===== config.mk =====
export PLATFORM = sky130hd
export DESIGN_NAME = calc_sequencer_flat
export DESIGN_NICKNAME = d
export VERILOG_FILES = /design/src/rtl/calc_sequencer_if.sv /design/src/rtl/calc_sequencer.sv /design/src/flat_wrapper.sv
export SDC_FILE = /design/constraint.sdc
export NUM_CORES = 1
export LEC_CHECK = 0
export ABC_AREA = 1
export CORE_ASPECT_RATIO = 1.25
export CORE_UTILIZATION = 40
export DETAILED_ROUTE_END_ITERATION = 7
export GPL_TIMING_DRIVEN = 0
export SYNTH_ARGS = -nofsm -noshare
export SYNTH_HDL_FRONTEND = slang
export SYNTH_SLANG_ARGS = --single-unit

===== constraint.sdc =====
create_clock -name Clk -period 2.1 [get_ports Clk]
set_input_delay 0.315 -clock Clk [delete_from_list [all_inputs] [get_ports Clk]]
set_output_delay 0.315 -clock Clk [all_outputs]
set_load 0.03 [all_outputs]

===== src/rtl/calc_sequencer_if.sv =====
// Host/calculator bus for calc_sequencer.
//   master : sequencer side (takes host controls and calculator busY/Carry,
//            drives calculator controls and host status)
//   slave  : host/calculator side (the mirror image)
// Host controls : Start, Stop, LdEn, LdAddr, LdData
// Calculator in : busY, Carry
// Calculator out: WEN, RW, RX, RY, DataIn, Sel, Ctrl
// Host status   : Busy, Done, Result, ResultValid, CarryFlag
interface calc_sequencer_if #(
    parameter int unsigned AW = 4,
    parameter int unsigned IW = 24
);
    logic          Start;
    logic          Stop;
    logic          LdEn;
    logic [AW-1:0] LdAddr;
    logic [IW-1:0] LdData;
    logic [7:0]    busY;
    logic          Carry;
    logic          WEN;
    logic [2:0]    RW;
    logic [2:0]    RX;
    logic [2:0]    RY;
    logic [7:0]    DataIn;
    logic          Sel;
    logic [3:0]    Ctrl;
    logic          Busy;
    logic          Done;
    logic [7:0]    Result;
    logic          ResultValid;
    logic          CarryFlag;

    modport master (
        input  Start, Stop, LdEn, LdAddr, LdData, busY, Carry,
        output WEN, RW, RX, RY, DataIn, Sel, Ctrl,
        output Busy, Done, Result, ResultValid, CarryFlag
    );

    modport slave (
        output Start, Stop, LdEn, LdAddr, LdData, busY, Carry,
        input  WEN, RW, RX, RY, DataIn, Sel, Ctrl,
        input  Busy, Done, Result, ResultValid, CarryFlag
    );
endinterface


===== src/rtl/calc_sequencer.sv =====
// Program-driven initiator for the 8-bit simple calculator.
// Ports:
//   Clk  - rising-edge clock
//   Rst  - asynchronous active-high reset
//   bus  - calc_sequencer_if.master: program load, Start/Stop, calculator
//          drive (WEN/RW/RX/RY/DataIn/Sel/Ctrl), calculator sample
//          (busY/Carry) and status (Busy/Done/Result/ResultValid/CarryFlag)
// Each instruction takes a FETCH cycle and an ISSUE cycle. The calculator
// drive fields are registered at the FETCH->ISSUE edge and cleared at the
// next edge, so they are non-zero exactly during ISSUE and clear
// asynchronously on reset.
module calc_sequencer #(
    parameter int unsigned AW = 4,
    parameter int unsigned IW = 24
) (
    input  logic             Clk,
    input  logic             Rst,
    calc_sequencer_if.master bus
);
    localparam int unsigned DEPTH = 1 << AW;

    localparam logic [1:0] OP_EXEC = 2'b00;
    localparam logic [1:0] OP_PEEK = 2'b01;
    localparam logic [1:0] OP_BRC  = 2'b10;
    localparam logic [1:0] OP_HALT = 2'b11;

    typedef enum logic [1:0] {S_IDLE, S_FETCH, S_ISSUE, S_DONE} state_t;

    typedef struct packed {
        logic [1:0] op;
        logic [3:0] ctrl;
        logic       sel;
        logic [2:0] rw;
        logic [2:0] rx;
        logic [2:0] ry;
        logic [7:0] imm;
    } instr_t;

    // Non-op part of the instruction register; doubles as the calculator drive.
    typedef struct packed {
        logic [3:0] ctrl;
        logic       sel;
        logic [2:0] rw;
        logic [2:0] rx;
        logic [2:0] ry;
        logic [7:0] imm;
    } drive_t;

    logic [IW-1:0] mem [DEPTH];

    state_t        state, state_n;
    logic [AW-1:0] pc, pc_n;
    logic [1:0]    op_q, op_n;
    drive_t        drv_q, drv_n;
    logic          wen_q, wen_n;
    logic [7:0]    result_q, result_n;
    logic          rvalid_q, rvalid_n;
    logic          cflag_q, cflag_n;
    logic          busy_q, busy_n;
    logic          done_q, done_n;
    logic          mem_we;
    instr_t        fetched;

    // Program memory: no reset, contents survive Rst.
    always_ff @(posedge Clk) begin
        if (mem_we) begin
            mem[bus.LdAddr] <= bus.LdData;
        end
    end

    // State and output registers.
    always_ff @(posedge Clk or posedge Rst) begin
        if (Rst) begin
            state    <= S_IDLE;
            pc       <= '0;
            op_q     <= '0;
            drv_q    <= '0;
            wen_q    <= 1'b0;
            result_q <= '0;
            rvalid_q <= 1'b0;
            cflag_q  <= 1'b0;
            busy_q   <= 1'b0;
            done_q   <= 1'b0;
        end else begin
            state    <= state_n;
            pc       <= pc_n;
            op_q     <= op_n;
            drv_q    <= drv_n;
            wen_q    <= wen_n;
            result_q <= result_n;
            rvalid_q <= rvalid_n;
            cflag_q  <= cflag_n;
            busy_q   <= busy_n;
            done_q   <= done_n;
        end
    end

    // Next-state and next-output logic.
    always_comb begin
        state_n  = state;
        pc_n     = pc;
        op_n     = op_q;
        drv_n    = '0;
        wen_n    = 1'b0;
        result_n = result_q;
        rvalid_n = 1'b0;
        cflag_n  = cflag_q;
        mem_we   = 1'b0;
        fetched  = instr_t'(mem[pc]);

        case (state)
            S_IDLE: begin
                // A load in the same cycle as Start wins; Start is dropped.
                if (bus.LdEn) begin
                    mem_we = 1'b1;
                end else if (bus.Start) begin
                    pc_n    = '0;
                    state_n = S_FETCH;
                end
            end
            S_FETCH: begin
                op_n  = fetched.op;
                drv_n = '{ctrl: fetched.ctrl, sel: fetched.sel, rw: fetched.rw,
                          rx: fetched.rx, ry: fetched.ry, imm: fetched.imm};
                wen_n = (fetched.op == OP_EXEC);
                state_n = S_ISSUE;
                if (bus.Stop) begin
                    drv_n   = '0;
                    wen_n   = 1'b0;
                    state_n = S_DONE;
                end
            end
            S_ISSUE: begin
                state_n = S_FETCH;
                case (op_q)
                    OP_EXEC: begin
                        cflag_n = bus.Carry;
                        pc_n    = pc + AW'(1);
                    end
                    OP_PEEK: begin
                        result_n = bus.busY;
                        rvalid_n = 1'b1;
                        pc_n     = pc + AW'(1);
                    end
                    OP_BRC: begin
                        // Uses the flag as it stood before this edge.
                        pc_n = cflag_q ? drv_q.imm[AW-1:0] : pc + AW'(1);
                    end
                    default: begin
                        state_n = S_DONE;
                    end
                endcase
                // Stop overrides the next state but not this cycle's effects.
                if (bus.Stop) begin
                    state_n = S_DONE;
                end
            end
            S_DONE: begin
                state_n = S_IDLE;
            end
            default: begin
                state_n = S_IDLE;
            end
        endcase

        busy_n = (state_n == S_FETCH) || (state_n == S_ISSUE);
        done_n = (state_n == S_DONE);
    end

    assign bus.WEN         = wen_q;
    assign bus.RW          = drv_q.rw;
    assign bus.RX          = drv_q.rx;
    assign bus.RY          = drv_q.ry;
    assign bus.DataIn      = drv_q.imm;
    assign bus.Sel         = drv_q.sel;
    assign bus.Ctrl        = drv_q.ctrl;
    assign bus.Busy        = busy_q;
    assign bus.Done        = done_q;
    assign bus.Result      = result_q;
    assign bus.ResultValid = rvalid_q;
    assign bus.CarryFlag   = cflag_q;
endmodule


===== src/flat_wrapper.sv =====
// flat-port wrapper written by rule: the top's interface ports become plain ports
module calc_sequencer_flat 
#(
    parameter int unsigned AW = 4,
    parameter int unsigned IW = 24
)
  (Clk, Rst, bus_Start, bus_Stop, bus_LdEn, bus_LdAddr, bus_LdData, bus_busY, bus_Carry, bus_WEN, bus_RW, bus_RX, bus_RY, bus_DataIn, bus_Sel, bus_Ctrl, bus_Busy, bus_Done, bus_Result, bus_ResultValid, bus_CarryFlag);
  calc_sequencer_if #(.AW(AW), .IW(IW)) bus_i ();
  input  logic Clk;
  input  logic Rst;
  input wire logic [$bits(bus_i.Start)-1:0] bus_Start;
  input wire logic [$bits(bus_i.Stop)-1:0] bus_Stop;
  input wire logic [$bits(bus_i.LdEn)-1:0] bus_LdEn;
  input wire logic [$bits(bus_i.LdAddr)-1:0] bus_LdAddr;
  input wire logic [$bits(bus_i.LdData)-1:0] bus_LdData;
  input wire logic [$bits(bus_i.busY)-1:0] bus_busY;
  input wire logic [$bits(bus_i.Carry)-1:0] bus_Carry;
  output wire logic [$bits(bus_i.WEN)-1:0] bus_WEN;
  output wire logic [$bits(bus_i.RW)-1:0] bus_RW;
  output wire logic [$bits(bus_i.RX)-1:0] bus_RX;
  output wire logic [$bits(bus_i.RY)-1:0] bus_RY;
  output wire logic [$bits(bus_i.DataIn)-1:0] bus_DataIn;
  output wire logic [$bits(bus_i.Sel)-1:0] bus_Sel;
  output wire logic [$bits(bus_i.Ctrl)-1:0] bus_Ctrl;
  output wire logic [$bits(bus_i.Busy)-1:0] bus_Busy;
  output wire logic [$bits(bus_i.Done)-1:0] bus_Done;
  output wire logic [$bits(bus_i.Result)-1:0] bus_Result;
  output wire logic [$bits(bus_i.ResultValid)-1:0] bus_ResultValid;
  output wire logic [$bits(bus_i.CarryFlag)-1:0] bus_CarryFlag;
  assign bus_i.Start = bus_Start;
  assign bus_i.Stop = bus_Stop;
  assign bus_i.LdEn = bus_LdEn;
  assign bus_i.LdAddr = bus_LdAddr;
  assign bus_i.LdData = bus_LdData;
  assign bus_i.busY = bus_busY;
  assign bus_i.Carry = bus_Carry;
  assign bus_WEN = bus_i.WEN;
  assign bus_RW = bus_i.RW;
  assign bus_RX = bus_i.RX;
  assign bus_RY = bus_i.RY;
  assign bus_DataIn = bus_i.DataIn;
  assign bus_Sel = bus_i.Sel;
  assign bus_Ctrl = bus_i.Ctrl;
  assign bus_Busy = bus_i.Busy;
  assign bus_Done = bus_i.Done;
  assign bus_Result = bus_i.Result;
  assign bus_ResultValid = bus_i.ResultValid;
  assign bus_CarryFlag = bus_i.CarryFlag;
  calc_sequencer #(.AW(AW), .IW(IW)) u_core (.Clk(Clk), .Rst(Rst), .bus(bus_i));
endmodule

Word-level counts from Yosys, hierarchy flattened
Memories as Yosys holds them, arrays and structs flattened.
Index checks and enable logic that the tools add are counted.
Storage, ports and cells
  flip-flop bits (word level): 43
  memory bits (writable): 384
  bits of input ports: 42
  output and inout port bits: 35
  word-level logic and storage cells: 59
  memories kept: 1
Operators by class
  $add $sub $neg: 1
  eq/ne operators: 11
  mux-type cells: 21
  reduce and logical (&&, ||, !) cells: 10
Memories
  u_core.mem: words 16, width 24, rd ports 1, clocked after Yosys merged registers in 0, write ports 1, RTL line calc_sequencer.sv:49  | logic [IW-1:0] mem [DEPTH];
Operators with widths (number)
  22-bit two-way mux: 2
  4-bit case mux with 2 select lines: 2
  4-bit two-way mux: 3
  2-bit equality test, second input constant: 5
  1-bit two-way mux: 9
  2-bit two-way mux: 4
  2-bit case mux with 4 select lines: 1
  2-bit by 1-bit equality test with 1-bit output, second input constant: 3
  2-bit logical NOT: 3
  4-bit by 1-bit adder with 4-bit output, second input constant: 1
  2-bit != test, second input constant: 2
  2-bit AND reduction: 2
  4-bit AND reduction: 1
  3-bit != test, second input constant: 1
  3-bit OR reduction: 1
  2-bit nonzero test: 1
  2-bit OR reduction: 1
  1-bit logical OR: 1

Logic depth before layout (Yosys ltp)
  word-level depth: 7
  gate-level depth with buffers: 12
  depth with buffers taken out: 9

Worst setup path after synthesis
Ideal clock, no wire load.
  path kind: register to register
  start: register u_core.state[0]
  end: memory u_core.mem[11][0] (enable)
  setup time: 0.405 ns
  arrival time: 1.760 ns
  data required time: 1.695 ns
  setup slack: -0.064 ns
  stages on the path, launching flop included: 6
  path buffers: 0
  period minus slack after synthesis: 2.164 ns
  cell sequence: dfrtp_1 -> inv_1 -> nand3_1 -> inv_1 -> nand3_1 -> nor2_1
Between the ends
  longest elaborated chain between the ends: 4
Ends and longest elaborated chain
  from (decl): RTL line calc_sequencer.sv:51  | state_t state, state_n;
  from (signal assigned): RTL line calc_sequencer.sv:85  | state <= state_n;
  2-bit logical NOT: RTL line calc_sequencer.sv:111  | case (state)
  1-bit two-way mux: RTL line calc_sequencer.sv:111
  1-bit two-way mux: RTL line calc_sequencer.sv:66  | if (mem_we) begin
  1-bit two-way mux (implied by the code): RTL line calc_sequencer.sv:67  | mem[bus.LdAddr] <= bus.LdData;
  to (decl): RTL line calc_sequencer.sv:49
No other way between the ends.

Worst setup path after layout
  start: register u_core.state[0]
  end: memory u_core.mem[15][11] (enable)
The elaborated chain is that of the path after synthesis.

==> out/qor.txt <==
Initial antenna violation count = 1
Fill count = 3,665
Layout Nets = 1,668
Worst-skew pair later-pin latency = 550 ps
Setup TNS = 0 ps
RSZ-0062 raised after global routing = no
Reg area = 12,600 um^2
Largest net degree at the start of global routing = 33
Router iterations before antenna repair = 5
DR WL/cell = 23.2 um
H-tree Lvls = 2
Routed WL = 51,500 um
CTS clk-pin slew, worst paths = 60 ps
Worst VDD drop = 0.626 mV
Ys flop type = edfxtp_1
Dpl ws = -480 ps
Met1 usage = 0.301
Slew HR = 0.386
Synth-to-Final Area Change = 19.8%
Setup crit end = u_core.mem[15][11]
DRC = 0
Seq/Total Area, Yosys = 0.737
Final worst-path cycle share = 0.971
Post-synth EDFFs = 384
# setup viols final = 0
CP cell instances = inv_1 -> nand3_1 -> inv_1 -> nand3_1 -> nor2_4 -> buf_12
TritonCTS Buffers = 42
CTS max path bufs = 3
Die ar. = 43,600 um^2
Worst R2R Path Depth = 6
Critical-path top delay cell = dfrtp_1
First-pass GRT wire length = 75,300 um
Number of I/O pins = 77
CP Capture Type = flip-flop
Vias/cell = 5.33
CP Max Fanout = 22
Vias = 11,800
#FFs+latches synth = 427
Iteration-0 DRC count of the detailed router = 1,206
Final hold vios = 0
Post-Synthesis Cells = 1,478
Share of cells above drive strength 1 = 0.101
Cell depth of the worst setup path = 6
Met3 usage = 0.0374
Post-route cell area = 20,500 um^2
DP HPWL = 32,200 um
Synth Cell Area = 17,100 um^2
GRT met2 Usage = 0.410
Placer Congestion = 0.868
RR Endpoint = u_core.mem[15][11]
Finished Layout Cells = 2,216
Leakage = 7.64 nW
Post-synth top cells = nand2_1 (434), edfxtp_1 (384), nor2_1 (205), nand3_1 (159), o21ai_0 (95)
Distinct cells, synth = 29
Area post-placement = 19,100 um^2
Setup Crit Path Kind = flip-flop to flip-flop
Total track usage = 0.239
Delay of the slowest critical-path stage = 400 ps
Count leader, synth = nand2_1
Final worst setup slack = 61.8 ps
Vias in the first global route = 11,400
Fmax = 491 MHz
Die H = 233 um
FFs w/ async S/R, synth = 0.101
Finished Core Util = 0.486
GRT overflow = 0
Top cell type's share of synthesized area = 0.674
Crit start category = flip-flop
P per Cell Area = 1210 nW/um^2
Root Driver = clkbuf_16
CTS Sinks = 427
Worst flop-to-flop path startpoint = u_core.state[0]
Core ar. = 42,100 um^2
Detail Route Antenna Nets = 0
IO buf count = 76
Die Wd = 187 um
Cells after DPL = 2,130
R2R Setup Slk = 60 ps
Status = completed
Mapped Nets = 1,522
Max Clock Skew = 15.9 ps
MaxCap Viol Count = 0
Crit path buffers/inverters = 3
Crit path DAT = 2270 ps
Initial core utilization = 0.406
Synth Warn # = 0
N_diodes = 0
GRT Max-Usage Layer = met2
CP required = 2330 ps
Max-slew violations = 0
Period minus WS final = 2040 ps
Top cells by area, synth = edfxtp_1 (67%), nand2_1 (9.5%), dfrtp_1 (6.3%)
Worst slew pin tran = 921 ps
Worst Setup SP = u_core.state[0]
Worst Hold Class = input pin to async pin
Rows = 84
Top delay family on crit path = simple AND/OR/NAND/NOR gates
Footprint of the multi-input gates = 4040 um^2
Avg Inst Size Synth = 11.6 um^2
CTS tree = yes
Area leader, netlist = edfxtp_1
[stage by stage]
| stage | hold slack (ps) | power (mW) |
|---|---|---|
| 2_1_floorplan | 414 | 14.5 |
| 3_3_place_gp | 458 | 17.5 |
| 3_5_place_dp | 460 | 17.7 |
| 4_1_cts | 68.4 | 24.8 |
| 5_1_grt | 104 | 25.8 |
| 6_report | 65.6 | 24.8 |
[report_power, final]
part	switching, mW	internal [mW]	total (mW)
registers	0.175	9.69	9.86
clock network	3.09	4.12	7.20
logic	5.48	2.29	7.76
[layer usage]
layer	wire length, um	share of wire
met1	20200	0.39
met2	25200	0.49
met3	4170	0.081
met5	13	0.00025
met4	1960	0.038
[registers in the layout, indices dropped and copies added, names as in the netlist]
signal and flops:
u_core.bus.CarryFlag 1, u_core.bus.Busy 1, u_core.bus.DataIn 8, u_core.bus.Ctrl 4
u_core.bus.Done 1, u_core.bus.RX 3, u_core.op_q 2, u_core.bus.WEN 1
u_core.bus.Sel 1, u_core.bus.RW 3, u_core.mem 384, u_core.bus.Result 8
u_core.pc 4, u_core.bus.ResultValid 1, u_core.bus.RY 3, u_core.state 2
[cell usage in the layout, fill, tap and decap left out, types with 10 or more instances in the layout]
cell type and instances:
edfxtp_1 384, clkbuf_1 28, o21ai_0 95, buf_2 31
dfrtp_1 43, nor2_1 189, clkbuf_16 43, buf_12 17
inv_1 34, nand3_1 158, nor2_4 16, buf_6 10
clkdlybuf4s50_1 76, buf_4 10, a21oi_1 23, nand2_1 434
clkbuf_2 16
[final cells by class]
cell class / instances / area share
clock buffers: 66 / 0.0596
inverters: 38 / 0.00696
plain buffers: 82 / 0.0232
well taps: 559 / 0.0341
repair buffers: 102 / 0.0600
clock inverters: 11 / 0.00385
multi-input cells: 931 / 0.197
flip-flops and latches: 427 / 0.615
[how the worst min path moves through the flow]
stage | slack (ps) | depth (start not counted) | to | startpoint
global route | 100 | 2 | u_core.bus.RY[2] | Rst
global placement | 460 | 2 | u_core.bus.Result[0] | u_core.bus.Result[0]
floorplan | 410 | 0 | u_core.mem[0][0] | bus_LdData[0]
detailed placement | 460 | 2 | u_core.bus.Result[1] | u_core.bus.Result[1]
finish | 70 | 2 | u_core.bus.Ctrl[2] | Rst
CTS | 70 | 2 | u_core.bus.Ctrl[2] | Rst
[repair_timing]
item                       4_1_cts  5_1_grt
pin swaps                        7        2
buffers inserted                 7        2
gates cloned                     0        0
hold buffers                     0        0
setup endpoints to repair      116       69
gates resized for setup          8       24
[logic make-up (layout without fill, tap and decap cells)]
group                      count (synthesis)  in the layout  synth area share
AOI/OAI and AO/OA                        122            122            0.0362
xor gates and xnor gates                   2              2           0.00102
adders and majority gates                  2              2           0.00146
buffers and inverters                    120            299            0.0345
DFF                                      427            427             0.737
muxes                                      1              1          0.000658
and+or+nand+nor                          804            804             0.189
No activity file was read; power rests on OpenSTA's default activity.
